`config.mk`:
```
export PLATFORM = sky130hd
export DESIGN_NAME = spike_encoder
export DESIGN_NICKNAME = d
export VERILOG_FILES = /design/src/rtl/snn_pkg.sv /design/src/rtl/lfsr_prng.sv /design/src/rtl/spike_encoder.sv
export SDC_FILE = /design/constraint.sdc
export NUM_CORES = 1
export LEC_CHECK = 0
export CAP_MARGIN = 20
export CORE_MARGIN = 2
export CORE_UTILIZATION = 50
export DETAILED_ROUTE_END_ITERATION = 7
export GPL_ROUTABILITY_DRIVEN = 0
export PLACE_DENSITY = 0.73
export SETUP_SLACK_MARGIN = 0.2
export SLEW_MARGIN = 20
export SYNTH_ARGS = -nofsm -noshare
export SYNTH_HDL_FRONTEND = slang
export SYNTH_SLANG_ARGS = --single-unit
```
`constraint.sdc`:
```
create_clock -name clk_i -period 2 [get_ports clk_i]
set_clock_uncertainty 0.15 [all_clocks]
set_input_delay 0.5 -clock clk_i [delete_from_list [all_inputs] [get_ports clk_i]]
set_output_delay 0.5 -clock clk_i [all_outputs]
set_load 0.01 [all_outputs]
```
`src/rtl/snn_pkg.sv`:
```
// Shared constants and helpers for the spiking front-end: intensity width,
// LFSR geometry and the spike encoder state encoding.
package snn_pkg;

    localparam int WIDTH_P = 8;

    localparam int LFSR_W = 8;
    // Feedback taps for x^8+x^6+x^5+x^4+1 in a shift-left Fibonacci LFSR
    localparam logic [LFSR_W-1:0] LFSR_TAPS         = 8'b1011_1000;
    localparam logic [LFSR_W-1:0] LFSR_SEED_DEFAULT = 8'hA5;

    typedef enum logic {
        ST_LOAD = 1'b0,
        ST_RUN  = 1'b1
    } enc_state_e;

    function automatic logic [7:0] rotl8(input logic [7:0] v, input logic [2:0] k);
        logic [15:0] d;
        d = {v, v} << k;
        return d[15:8];
    endfunction

endpackage

```
`src/rtl/lfsr_prng.sv`:
```
// Fibonacci LFSR pseudo-random source with synchronous seed load and step enable.
// Load has priority over enable; the register never enters the all-zero state from a nonzero seed.
module lfsr_prng
    import snn_pkg::*;
#(
    parameter int             W         = LFSR_W,
    parameter logic [W-1:0]   TAPS      = LFSR_TAPS,
    parameter logic [W-1:0]   RESET_VAL = LFSR_SEED_DEFAULT
) (
    input  logic         clk_i,
    input  logic         rst_ni,
    input  logic         load_i,
    input  logic [W-1:0] seed_i,
    input  logic         en_i,
    output logic [W-1:0] value_o
);

    logic [W-1:0] value_r;
    logic [W-1:0] value_nxt_s;

    // Next-value selection: reload, advance or hold
    always_comb begin
        value_nxt_s = value_r;
        if (load_i) begin
            value_nxt_s = seed_i;
        end else if (en_i) begin
            value_nxt_s = {value_r[W-2:0], ^(value_r & TAPS)};
        end else begin
            value_nxt_s = value_r;
        end
    end

    // Shift register
    always_ff @(posedge clk_i or negedge rst_ni) begin
        if (!rst_ni) begin
            value_r <= RESET_VAL;
        end else begin
            value_r <= value_nxt_s;
        end
    end

    assign value_o = value_r;

endmodule

```
`src/rtl/spike_encoder.sv`:
```
// Rate-coded spike encoder: loads one intensity per channel over valid/ready,
// then emits WINDOW_LEN timesteps where channel k fires when intensity[k] >= rotl(lfsr, k).
module spike_encoder #(
    parameter int         NUM_CHANNELS = 8,
    parameter int         WIDTH_P      = snn_pkg::WIDTH_P,
    parameter int         WINDOW_LEN   = 255,
    parameter logic [7:0] SEED         = 8'hA5
) (
    input  logic                    clk_i,
    input  logic                    rst_ni,
    input  logic [WIDTH_P-1:0]      data_i,
    input  logic                    valid_i,
    output logic                    ready_o,
    input  logic                    abort_i,
    output logic [NUM_CHANNELS-1:0] spike_o,
    output logic                    spike_valid_o,
    output logic                    frame_done_o,
    output logic [15:0]             step_o
);

    localparam int              CH_W      = (NUM_CHANNELS > 1) ? $clog2(NUM_CHANNELS) : 1;
    localparam logic [CH_W-1:0] CH_LAST   = CH_W'(NUM_CHANNELS - 1);
    localparam logic [15:0]     STEP_LAST = 16'(WINDOW_LEN - 1);

    snn_pkg::enc_state_e state_r;
    snn_pkg::enc_state_e state_nxt_s;
    logic [CH_W-1:0]     ch_idx_r;
    logic [CH_W-1:0]     ch_idx_nxt_s;
    logic [15:0]         step_r;
    logic [15:0]         step_nxt_s;
    logic [WIDTH_P-1:0]  intensity_r [NUM_CHANNELS];

    logic                beat_s;
    logic                lfsr_load_s;
    logic                lfsr_en_s;
    logic [7:0]          lfsr_s;
    logic                run_s;
    logic                last_step_s;
    logic [NUM_CHANNELS-1:0] spike_s;

    assign run_s       = (state_r == snn_pkg::ST_RUN);
    assign last_step_s = (step_r == STEP_LAST);

    lfsr_prng #(
        .W         (snn_pkg::LFSR_W),
        .TAPS      (snn_pkg::LFSR_TAPS),
        .RESET_VAL (SEED)
    ) u_lfsr (
        .clk_i   (clk_i),
        .rst_ni  (rst_ni),
        .load_i  (lfsr_load_s),
        .seed_i  (SEED),
        .en_i    (lfsr_en_s),
        .value_o (lfsr_s)
    );

    // Next-state, beat acceptance and LFSR control; abort overrides everything
    always_comb begin
        state_nxt_s  = state_r;
        ch_idx_nxt_s = ch_idx_r;
        step_nxt_s   = step_r;
        beat_s       = 1'b0;
        lfsr_load_s  = 1'b0;
        lfsr_en_s    = 1'b0;
        if (abort_i) begin
            state_nxt_s  = snn_pkg::ST_LOAD;
            ch_idx_nxt_s = {CH_W{1'b0}};
            step_nxt_s   = 16'd0;
            lfsr_load_s  = 1'b1;
        end else begin
            case (state_r)
                snn_pkg::ST_LOAD: begin
                    if (valid_i) begin
                        beat_s = 1'b1;
                        if (ch_idx_r == CH_LAST) begin
                            state_nxt_s  = snn_pkg::ST_RUN;
                            ch_idx_nxt_s = {CH_W{1'b0}};
                            step_nxt_s   = 16'd0;
                            lfsr_load_s  = 1'b1;
                        end else begin
                            ch_idx_nxt_s = ch_idx_r + CH_W'(1);
                        end
                    end else begin
                        beat_s = 1'b0;
                    end
                end
                snn_pkg::ST_RUN: begin
                    lfsr_en_s = 1'b1;
                    if (last_step_s) begin
                        state_nxt_s = snn_pkg::ST_LOAD;
                        step_nxt_s  = 16'd0;
                    end else begin
                        step_nxt_s = step_r + 16'd1;
                    end
                end
                default: begin
                    state_nxt_s  = snn_pkg::ST_LOAD;
                    ch_idx_nxt_s = {CH_W{1'b0}};
                    step_nxt_s   = 16'd0;
                    lfsr_load_s  = 1'b1;
                end
            endcase
        end
    end

    // Control registers
    always_ff @(posedge clk_i or negedge rst_ni) begin
        if (!rst_ni) begin
            state_r  <= snn_pkg::ST_LOAD;
            ch_idx_r <= {CH_W{1'b0}};
            step_r   <= 16'd0;
        end else begin
            state_r  <= state_nxt_s;
            ch_idx_r <= ch_idx_nxt_s;
            step_r   <= step_nxt_s;
        end
    end

    // Intensity store; only written by accepted beats, so values survive aborts
    always_ff @(posedge clk_i or negedge rst_ni) begin
        if (!rst_ni) begin
            for (int i = 0; i < NUM_CHANNELS; i++) begin
                intensity_r[i] <= {WIDTH_P{1'b0}};
            end
        end else if (beat_s) begin
            intensity_r[ch_idx_r] <= data_i;
        end
    end

    // Per-channel comparators against a channel-specific rotation of the shared LFSR
    always_comb begin
        spike_s = {NUM_CHANNELS{1'b0}};
        if (run_s) begin
            for (int k = 0; k < NUM_CHANNELS; k++) begin
                spike_s[k] = (intensity_r[k] >= snn_pkg::rotl8(lfsr_s, 3'(k % 8)));
            end
        end else begin
            spike_s = {NUM_CHANNELS{1'b0}};
        end
    end

    assign ready_o       = (state_r == snn_pkg::ST_LOAD);
    assign spike_o       = spike_s;
    assign spike_valid_o = run_s;
    assign frame_done_o  = run_s & last_step_s;
    assign step_o        = run_s ? step_r : 16'd0;

endmodule

```
==> Word-level counts from Yosys, hierarchy flattened <==
Cells that the tools add are included.
{ "word_totals": {"register_bits": 92, "out_inout_bits": 27} }
{ "classes": {"n_reduce_logical": 6, "bitwise": 3, "n_addsub": 2, "muxes": 28, "order_cmp": 10, "n_eq_ne": 5} }
{ "op_table": {"columns": ["op", "count"], "rows": [
  ["$mux W16", 5],
  ["$bwmux W64", 1],
  ["$ge A8 B8 Y1", 8],
  ["$mux W8", 4],
  ["$pmux W16 S2", 1],
  ["$demux W8 S3", 1],
  ["$add A16 B1 Y16 const B", 1],
  ["$eq A16 B8 Y1 const B", 1],
  ["$mux W3", 4],
  ["$mux W1", 11],
  ["$reduce_xor A8 Y1", 1],
  ["$ge A4 B4 Y1 const B", 1],
  ["$lt A4 B1 Y1 const B", 1],
  ["$not A3 Y4", 1],
  ["$reduce_and A2 Y1", 2],
  ["$reduce_bool A2 Y1", 2],
  ["$add A3 B1 Y3 const B", 1],
  ["$eq A3 B3 Y1 const B", 1],
  ["$ne A3 B1 Y1 const B", 1],
  ["$ne A3 B2 Y1 const B", 1],
  ["$ne A2 B2 Y1 const B", 1],
  ["$pmux W1 S2", 1],
  ["$and A1 B1 Y1", 1],
  ["$logic_and A1 B1 Y1", 1],
  ["$not A1 Y1", 1]
]} }

==> Depth between registers and ports, before layout <==
Gate-level depths: netlist of run 1.
{ "logic_depth": {"ltp_word": 6, "ltp_mapped": 8, "ltp_nobuf": 6} }

==> Modules after synthesis <==
From an unflattened synthesis of run 1, not the netlist that was laid out.
{ "unflattened": {"hier_cells": 475, "hier_area_um2": 5461.5} }
{ "modules_own_cells": {"columns": ["module", "area_per_inst_um2", "instances", "seq_area_each_um2", "cells_per_inst"], "rows": [
  ["spike_encoder", 5062.4, 1, 2102.0, 437],
  ["lfsr_prng", 399.1, 1, 205.2, 38]
]} }

==> Worst setup path before layout of run 1 <==
OpenSTA, ideal clock, no wires.
{ "synth_timing": {"kind": "reg2out", "startpoint": "register u_lfsr.value_r[5] (netlist: u_lfsr.value_o[5])", "endpoint": "output spike_o[6]", "t_arrival_ns": 1.634, "stages_incl_launch_ff": 7, "t_required_ns": 1.350, "slack_ns": -0.284, "path_buffers": 0, "path_cell_list": "dfstp_2 > inv_1 > ha_1 > o21a_1 > o21ai_0 > o211a_1 > a211oi_1"} }
{ "synth_via": {"elab_chain_cells": 2} }
{ "synth_lines": {"columns": ["item", "line", "rtl"], "rows": [
  ["start, declared", "lfsr_prng.sv:18", "logic [W-1:0] value_r;"],
  ["start signal, assigned", "lfsr_prng.sv:38", "value_r <= value_nxt_s;"],
  ["$ge A8 B8 Y1", "spike_encoder.sv:135", "spike_s[k] = (intensity_r[k] >= snn_pkg::rotl8(lfsr_s, 3'(k % 8)));"],
  ["$mux W8", "spike_encoder.sv:133", "if (run_s) begin"],
  ["end, declared", "spike_encoder.sv:15", "output logic [NUM_CHANNELS-1:0] spike_o,"]
]} }
No other way between the ends.

==> Worst setup path in the final report of run 1 <==
{ "layout_timing": {"startpoint": "register u_lfsr.value_r[7] (netlist: u_lfsr.value_o[7])", "endpoint": "output spike_o[4]"} }
Same word-level chain as after synthesis.

==> results_dict.tcl, run 1 <==
set metrics [dict create \
    status "finished with violations" \
    violations "hold timing, setup timing" \
    nFillCells 541 \
    via_count 4767 \
    cp-startpoint "u_lfsr.value_o[7]" \
    fin_crit_sh 1.39 \
    antenna_found_initial 0 \
    drtIter0Drc 235 \
    synth_compound_area_frac 0.126 \
    cts_max_path_buffers 2 \
    ys_ff_latch 92 \
    hold_ws_ns -0.0307 \
    cp_cell_sequence "inv_6, buf_12, ha_4, o21a_1, o21ai_1, o211a_1, a211oi_2, buf_2" \
    yosys.area_share.simple 0.111 \
    path_class "reg -> out" \
    n_antenna_cell 0 \
    cp_slowest_stage_delay_ns 0.59 \
    numPlacedInstances 710 \
    fmax_mhz 359 \
    dr.pass1.iters 5 \
    grt_max_degree 93 \
    synth_top_family_by_area "adder cells" \
    syn_area_sq_mm 0.00541 \
    power.total_mw 4.62 \
    grt_first_pass_wirelength_mm 26.5 \
    die_h_microns 108 \
    fin_ws_ns -0.783 \
    wl_mm 18.6 \
    grtUsageTotal 0.304 \
    synthArstFlopShare 1.00 \
    required_ns 1.35 \
    die-area_sq_mm 0.0117 \
    synth_cell_types 51 \
    dp_hpwl_mm 9.57 \
    post_drt_wl_per_cell_microns 24.0 \
    multi_input_comb_area_sq_mm 0.00389 \
    fp.dieW_microns 108 \
    htree_num_levels 3 \
    ant_nets 0 \
    synth_xor_area_frac 0.00486 \
    path_buf_inv 3 \
    worstMarginPinSlew_ns 0.590 \
    std_cell_rows 37 \
    reg2reg_slack_ns -0.20 \
    rsz0062_at_grt "true" \
    final_nets 715 \
    ir_worst_vdd_mv 0.362 \
    cts_hold_buf 0 \
    cts_tree "yes" \
    crit_arrival_ns 2.13 \
    avgViaCountPerCell 6.14 \
    holdCritPathClass "in -> async" \
    finalHoldViolCount 14 \
    layout_common_cells "dfrtp_1, buf_4, buf_6" \
    final-max-slew-violation-count 0 \
    grt_pass1_vias 4861 \
    yosysWarnings 0 \
    mostFrequentLayoutCell "dfrtp_1" \
    clk_latency_ns 0.38 \
    worstReg2RegStart "spike_valid_o" \
    max-slew-margin-rel 0.605 \
    final-seq-area_sq_mm 0.00231 \
    maxCapViolCount 0 \
    area_growth_pct 54.8 \
    syn_inst 473 \
    avgSynthCellArea_sq_um 11.4 \
    leakage_nw 3.86 \
    synth_edf_count 0 \
    cts.sinks 92 \
    drc 0 \
    syn_nets 553 \
    finalSetupViolCount 101 \
    p_per_area_mw_per_mm2 551 \
    fin_crit_ns 2.78 \
    numCtsBuffers 9 \
    final_cells 776 \
    path_max_fanout 6 \
    initial_utilization 0.520 \
    critPathLaunchType "register" \
    grt-ovfl-total 0 \
    port_buffers 38 \
    synthMuxAreaShare 0.141 \
    clock-root-buffer "clkbuf_8" \
    clk_pin_slew_ns 0.09 \
    synth-adder-area-share 0.157 \
    drive_gt1_frac 0.558 \
    synth_seq_area_share 0.426 \
    crit_family "flip-flops" \
    worstSetupEndpointType "output pin" \
    final_util 0.804 \
    io_pins 39 \
    core_area_sq_mm 0.0104 \
    slowest_stage "dfstp_2" \
    synth_flop_cell "dfrtp_1" \
]
==> kinds of logic (layout without fill, tap and decap cells) <==
| family | count (synthesis) | in the layout |
|---|---|---|
| AOI/OAI and AO/OA | 97 | 97 |
| xor gates and xnor gates | 3 | 3 |
| adders and majority gates | 68 | 68 |
| buffers and inverters | 41 | 208 |
| DFF | 92 | 92 |
| muxes | 68 | 68 |
| and+or+nand+nor | 104 | 104 |
==> power by group <==
group	internal, mW	switching (mW)	leakage [nW]	total, mW
Clock	0.743	0.690	0.105	1.43
Sequential	2.03	0.136	1.22	2.17
Combinational	0.551	0.461	2.54	1.01
==> final timing paths <==
kind                                    to  cells after the start
max in group asynchronous       step_r[11]                      2
setup / recovery                spike_o[4]                      8
hold / removal             intensity_r[55]                      2
min in group clk_i         intensity_r[56]                      1
setup reg to reg            intensity_r[0]                      8
hold reg to reg            intensity_r[56]                      1
==> flip-flops by register name, summed over array words and instances (netlist names) <==
name	cells
step_r	16
ch_idx_r	3
intensity_r	64
spike_valid_o	1
u_lfsr.value_o	8
==> synth_stat cells (5+ instances only) <==
| master | n | area (sq um) |
|---|---|---|
| a31oi_1 | 11 | 68.8 |
| and2_1 | 12 | 75.1 |
| a21o_1 | 8 | 60.1 |
| nand2b_1 | 11 | 68.8 |
| nor2_1 | 11 | 41.3 |
| nand4_1 | 5 | 31.3 |
| a211oi_1 | 8 | 60.1 |
| ha_1 | 68 | 851 |
| o21ai_0 | 15 | 75.1 |
| dfrtp_1 | 88 | 2200 |
| mux2_2 | 64 | 721 |
| o22ai_1 | 5 | 31.3 |
| nand2_1 | 19 | 71.3 |
| inv_1 | 30 | 113 |
| a2111oi_0 | 8 | 70.1 |
| a21oi_1 | 14 | 70.1 |
| clkbuf_1 | 5 | 18.8 |
| o211a_1 | 8 | 80.1 |
| nand3_1 | 16 | 80.1 |
| o21a_1 | 8 | 60.1 |
==> per-layer routing <==
| layer | global-route usage | vias to the layer above | wire, microns |
|---|---|---|---|
| met5 | 0 | - | 0 |
| met4 | 0.144 | 0 | 670 |
| met3 | 0.0313 | 64 | 980 |
| met2 | 0.518 | 220 | 9640 |
| met1 | 0.387 | 2397 | 7310 |
| li1 | - | 2086 | - |
==> per-stage QoR <==
step | TNS [ns] | instance area (sq um) | setup WS [ns]
6_report | -17.97 | 8380 | -0.783
5_1_grt | -23.27 | 8380 | -0.842
4_1_cts | -8.18 | 7910 | -0.757
3_5_place_dp | -31.35 | 6780 | -0.778
3_3_place_gp | -29.34 | 6780 | -0.701
2_1_floorplan | -0.811 | 5640 | -0.0982
==> layout make-up <==
type	count	share of cell area
clock buffers	14	0.0182
well taps	136	0.0203
inverters	30	0.0172
multi-input cells	340	0.464
repair buffers	162	0.197
clock inverters	2	0.00717
flip-flops and latches	92	0.276
==> timing repair <==
| action | 4_1_cts | 5_1_grt |
|---|---|---|
| cloned | 3 | 0 |
| resized for setup | 263 | 69 |
| setup buffers | 35 | 12 |
| setup endpoints to repair | 108 | 114 |
| pin swaps | 39 | 22 |
==> worst reg2reg max path, delay by kind of cell, from the launching register on <==
kind,cells,cell delay [ns]
AND/OR/NAND/NOR,3,0.70
buffers and inverters,4,0.49
flip-flops,1,0.44
multiplexers,1,0.30
(Power assumes the default switching activity.)
==> run 2: changes to the inputs <==
--- a/config.mk
+++ b/config.mk
@@ -10,7 +10,7 @@
 export CORE_UTILIZATION = 50
 export DETAILED_ROUTE_END_ITERATION = 7
 export GPL_ROUTABILITY_DRIVEN = 0
-export PLACE_DENSITY = 0.73
+export PLACE_DENSITY = 0.71
 export SETUP_SLACK_MARGIN = 0.2
 export SLEW_MARGIN = 20
 export SYNTH_ARGS = -nofsm -noshare
==> constraint.sdc (replaced) <==
create_clock -name clk_i -period 2.8 [get_ports clk_i]
set_clock_uncertainty 0.15 [all_clocks]
set_input_delay 0.7 -clock clk_i [delete_from_list [all_inputs] [get_ports clk_i]]
set_output_delay 0.7 -clock clk_i [all_outputs]
set_load 0.01 [all_outputs]
==> run 2 against run 1 <==
Compared with the run above:
- flip-flop and latch count is the same
- cell area shrank 15%
- non-clock buffer count shrank 58
- the flow finishes with violations (setup timing)
- critical endpoint is now spike_o[5]
==> results_dict.tcl, run 2 (same netlist as run 1, synthesis figures left out) <==
set metrics [dict create \
    status "finished with violations" \
    violations "setup timing" \
    path_max_fanout 4 \
    cts.sinks 92 \
    crit_family "compound AO/OA/AOI/OAI gates" \
    grt_first_pass_wirelength_mm 23.5 \
    path_class "reg -> out" \
    cp_slowest_stage_delay_ns 0.40 \
    ir_worst_vdd_mv 0.292 \
    fin_crit_ns 3.05 \
    final_util 0.687 \
    required_ns 1.95 \
    drtIter0Drc 267 \
    die-area_sq_mm 0.0117 \
    grt_pass1_vias 4504 \
    fp.dieW_microns 108 \
    std_cell_rows 37 \
    drive_gt1_frac 0.392 \
    power.total_mw 3.09 \
    numCtsBuffers 9 \
    finalHoldViolCount 0 \
    combPwrFrac 0.198 \
    cts_hold_buf 0 \
    cts_max_path_buffers 2 \
    mostFrequentLayoutCell "dfrtp_1" \
    worstSetupEndpointType "output pin" \
    port_buffers 38 \
    ant_nets 0 \
    layout_common_cells "dfrtp_1, mux2_2, buf_4" \
    core_area_sq_mm 0.0104 \
    pwr-share-seq 0.501 \
    final_nets 657 \
    p_sw_uw 882 \
    fmax_mhz 328 \
    avgViaCountPerCell 5.91 \
    rsz0062_at_grt "true" \
    max-slew-margin-rel 0.640 \
    grt-ovfl-total 0 \
    hold_ws_ns 0.149 \
    fin_ws_ns -0.251 \
    antenna_found_initial 0 \
    cp_cell_sequence "clkinvlp_4, buf_4, ha_1, a21o_1, a21oi_2, o211a_1, a211oi_2, buf_2" \
    final-max-slew-violation-count 0 \
    top_register "intensity_r" \
    initial_utilization 0.520 \
    clk_latency_ns 0.37 \
    clk_pin_slew_ns 0.10 \
    switching_share 0.285 \
    slowest_stage "dfrtp_1" \
    largest_reg_flops 64 \
    htree_num_levels 3 \
    dp_hpwl_mm 9.19 \
    clock-root-buffer "clkbuf_8" \
    worstMarginPinSlew_ns 0.538 \
    post_drt_wl_per_cell_microns 20.1 \
    dr.pass1.iters 6 \
    p_int_mw 2.21 \
    die_h_microns 108 \
    grt_max_degree 40 \
    via_count 4246 \
    path_buf_inv 3 \
    wl_mm 14.4 \
    holdCritPathClass "in -> async" \
    n_antenna_cell 0 \
    io_pins 39 \
    fin_crit_sh 1.09 \
    power_frac_clock 0.300 \
    cts_tree "yes" \
    crit_arrival_ns 2.20 \
    p_per_area_mw_per_mm2 432 \
    finalSetupViolCount 8 \
    drc 0 \
    leakage_nw 3.18 \
    grtUsageTotal 0.267 \
    maxCapViolCount 0 \
    critPathLaunchType "register" \
    area_growth_pct 32.3 \
]
-- run 2: final cells by class --
class,instances,area [sq um]
Multi-Input combinational cell,340,3420
Fill cell,735,3260
Sequential cell,92,2310
Timing Repair Buffer,104,923
Tap cell,136,170
Inverter,30,143
Clock buffer,10,128
Clock inverter,6,72.6
-- run 2: stage by stage --
step | instances | setup TNS [ns] | setup slack, ns | instance area, sq um
floorplan | 473 | 0 | 0.316 | 5410
global placement | 675 | -1.98 | -0.280 | 6190
detailed placement | 675 | -2.34 | -0.349 | 6190
CTS | 718 | -1.55 | -0.223 | 7110
global route | 718 | -2.52 | -0.364 | 7160
finish | 718 | -1.74 | -0.251 | 7160
-- run 2: power by group through the flow --
stage	Sequential (mW)	Clock, mW	Combinational [mW]
after floorplan	1.53	0	0.319
after global placement	1.54	0	0.428
after detailed placement	1.55	0	0.458
after CTS	1.55	0.953	0.588
after global routing	1.57	1.01	0.678
final	1.55	0.930	0.614
-- run 2: worst register-to-register path, delay by kind of cell, from the launching register on --
kind	cells	cell delay, ns
DFF	1	0.46
adders and majority gates	2	0.46
and+or+nand+nor	2	0.88
AOI/OAI and AO/OA	2	0.25
-- run 2: path summary, 6_finish.rpt --
kind | from | to | slack, ns | cells past startpoint
setup / recovery | u_lfsr.value_o[1] | spike_o[5] | -0.25 | 8
hold / removal | rst_ni | intensity_r[3] | 0.15 | 1
setup reg to reg | ch_idx_r[1] | step_r[15] | 0.54 | 6
hold reg to reg | intensity_r[40] | intensity_r[40] | 0.37 | 1
max in group asynchronous | rst_ni | u_lfsr.value_o[5] | 1.64 | 2
min in group clk_i | intensity_r[40] | intensity_r[40] | 0.37 | 1
-- run 2: what timing repair did --
action | CTS | global route
hold endpoints to repair | 0 | 0
gates resized for setup | 119 | 8
endpoints found under the setup margin | 9 | 9
pin swaps | 34 | 7
setup buffers | 27 | 0
-- run 2: per-layer routing --
layer	GRT usage	up-vias	wire [microns]
li1	-	1974	-
met1	0.360	2129	6290
met2	0.437	109	7080
met3	0.0386	34	615
met4	0.0998	0	424
met5	0	-	0
==> run 3: changes to the inputs <==
--- a/config.mk
+++ b/config.mk
@@ -12,6 +12,7 @@
 export GPL_ROUTABILITY_DRIVEN = 0
 export PLACE_DENSITY = 0.71
 export SETUP_SLACK_MARGIN = 0.2
+export SKIP_CTS_REPAIR_TIMING = 1
 export SLEW_MARGIN = 20
 export SYNTH_ARGS = -nofsm -noshare
 export SYNTH_HDL_FRONTEND = slang
==> run 3 against run 2 <==
Compared with the run above:
- the flow still finishes with violations (setup timing)
- sequential power is essentially flat
- sequential share of layout area grew 1.8 points
- worst setup slack lost 0.18 ns
- critical path depth is the same
- fmax shrank 5.5%
- register-to-register slack is essentially flat
- non-clock buffer count shrank 10
- critical path type unchanged
- highest routed layer unchanged
==> results_dict.tcl, run 3 (same netlist as run 1, synthesis figures left out) <==
set metrics [dict create \
    fin_crit_ns 3.23 \
    grt_max_degree 40 \
    path_buf_inv 3 \
    mostFrequentLayoutCell "dfrtp_1" \
    initial_utilization 0.520 \
    final_nets 647 \
    grt-ovfl-total 0 \
    antenna_found_initial 0 \
    grtUsageTotal 0.238 \
    top_register "intensity_r" \
    cts.sinks 92 \
    port_buffers 38 \
    p_sw_uw 842 \
    clk_pin_slew_ns 0.11 \
    core_area_sq_mm 0.0104 \
    drtIter0Drc 290 \
    via_count 4153 \
    io_pins 39 \
    layout_common_cells "dfrtp_1, mux2_2, ha_1" \
    std_cell_rows 37 \
    leakage_nw 3.13 \
    pwr-share-seq 0.513 \
    multi_input_comb_area_sq_mm 0.00317 \
    fin_crit_sh 1.15 \
    p_per_area_mw_per_mm2 442 \
    violations "setup timing" \
    numCtsBuffers 9 \
    cts_tree "yes" \
    fin_ws_ns -0.428 \
    die-area_sq_mm 0.0117 \
    required_ns 1.95 \
    maxCapViolCount 0 \
    avgViaCountPerCell 5.87 \
    holdCritPathClass "in -> async" \
    pre_cts_ws_ns -0.349 \
    nFillCells 800 \
    switching_share 0.281 \
    post_drt_wl_per_cell_microns 19.3 \
    final-max-slew-violation-count 0 \
    ir_worst_vdd_mv 0.259 \
    stdcell_area_sq_mm 0.00679 \
    worstReg2RegStart "ch_idx_r[1]" \
    cts_max_path_buffers 2 \
    critPathLaunchType "register" \
    htree_num_levels 3 \
    worstMarginPinSlew_ns 0.531 \
    grt_first_pass_wirelength_mm 21.2 \
    n_antenna_cell 0 \
    cp-startpoint "u_lfsr.value_o[0]" \
    clk_latency_ns 0.37 \
    p_int_mw 2.15 \
    power_frac_clock 0.312 \
    grt_pass1_vias 4181 \
    fp.dieW_microns 108 \
    power.total_mw 3.00 \
    cp_slowest_stage_delay_ns 0.58 \
    crit_arrival_ns 2.38 \
    combPwrFrac 0.175 \
    slowest_stage "dfstp_2" \
    rsz0062_at_grt "true" \
    path_class "reg -> out" \
    drive_gt1_frac 0.343 \
    path_max_fanout 7 \
    final-seq-area_sq_mm 0.00231 \
    finalHoldViolCount 0 \
    fmax_mhz 310 \
    clock-root-buffer "clkbuf_8" \
    ant_nets 0 \
    wl_mm 13.6 \
    max-slew-margin-rel 0.646 \
    status "finished with violations" \
    placed_area_sq_mm 0.00619 \
    dp_hpwl_mm 9.19 \
    largest_reg_flops 64 \
    dr.pass1.iters 4 \
    worstSetupEndpointType "output pin" \
    die_h_microns 108 \
    cp_cell_sequence "clkinvlp_4, buf_6, ha_4, o21a_1, o21ai_1, o211a_1, a211oi_2, buf_2" \
    area_growth_pct 25.4 \
    drc 0 \
    crit_family "compound AO/OA/AOI/OAI gates" \
    finalSetupViolCount 8 \
]
run 3: cell types whose count changed in the layout (fill, tap and decap cells not counted), moves of 2 or more:
| cell | previous run | this run |
|---|---|---|
| buf_6 | 12 | 8 |
| ha_4 | 24 | 9 |
| ha_1 | 44 | 59 |
| o21ai_1 | 6 | 4 |
| a2111oi_4 | 5 | 2 |
| o21ai_0 | 8 | 11 |
| buf_4 | 51 | 48 |
| buf_12 | 4 | 1 |
| a21oi_1 | 6 | 9 |
| a21oi_2 | 8 | 4 |
| a2111oi_0 | 0 | 2 |
run 3: cell type report:
cell class,count,area share
Multi-Input combinational cell,340,0.468
Sequential cell,92,0.340
Timing Repair Buffer,94,0.117
Clock buffer,10,0.0188
Inverter,30,0.0205
Tap cell,136,0.0251
Clock inverter,6,0.0107
run 3: worst paths after layout:
check / to / slack (ns) / cells after the start
setup reg to reg: step_r[15] / 0.54 / 6
hold reg to reg: intensity_r[40] / 0.37 / 1
setup / recovery: spike_o[3] / -0.43 / 8
max in group asynchronous: u_lfsr.value_o[5] / 1.64 / 2
hold / removal: intensity_r[3] / 0.15 / 1
min in group clk_i: intensity_r[40] / 0.37 / 1
run 3: power groups by stage:
stage               Combinational [mW]  Clock, mW  Sequential, mW
CTS                              0.462      0.953            1.53
detailed placement               0.458          0            1.55
finish                           0.525      0.935            1.54
global placement                 0.428          0            1.54
floorplan                        0.319          0            1.53
global route                     0.592       1.02            1.55
run 3: worst reg2reg max path: cells and delay by family, from the launching register on:
family | cells | cell delay [ns]
and+or+nand+nor | 2 | 0.88
DFF | 1 | 0.46
adders and majority gates | 2 | 0.46
AOI/OAI and AO/OA | 2 | 0.25
run 3: per-stage QoR:
step                hold WS (ns)  instances   util  setup TNS, ns
finish                     0.148        708  0.651          -2.64
global route               0.171        708  0.651          -3.35
CTS                        0.161        691  0.614          -5.97
detailed placement         0.344        675  0.595          -2.34
global placement           0.337        675  0.595          -1.98
floorplan                  0.254        473      -              0
run 3: metal layers:
metal	GRT usage	up-vias	part of all wire
met5	0	-	0
met4	0.0705	0	0.018
met3	0.0374	21	0.035
met2	0.385	90	0.49
met1	0.331	2091	0.46
li1	-	1951	-
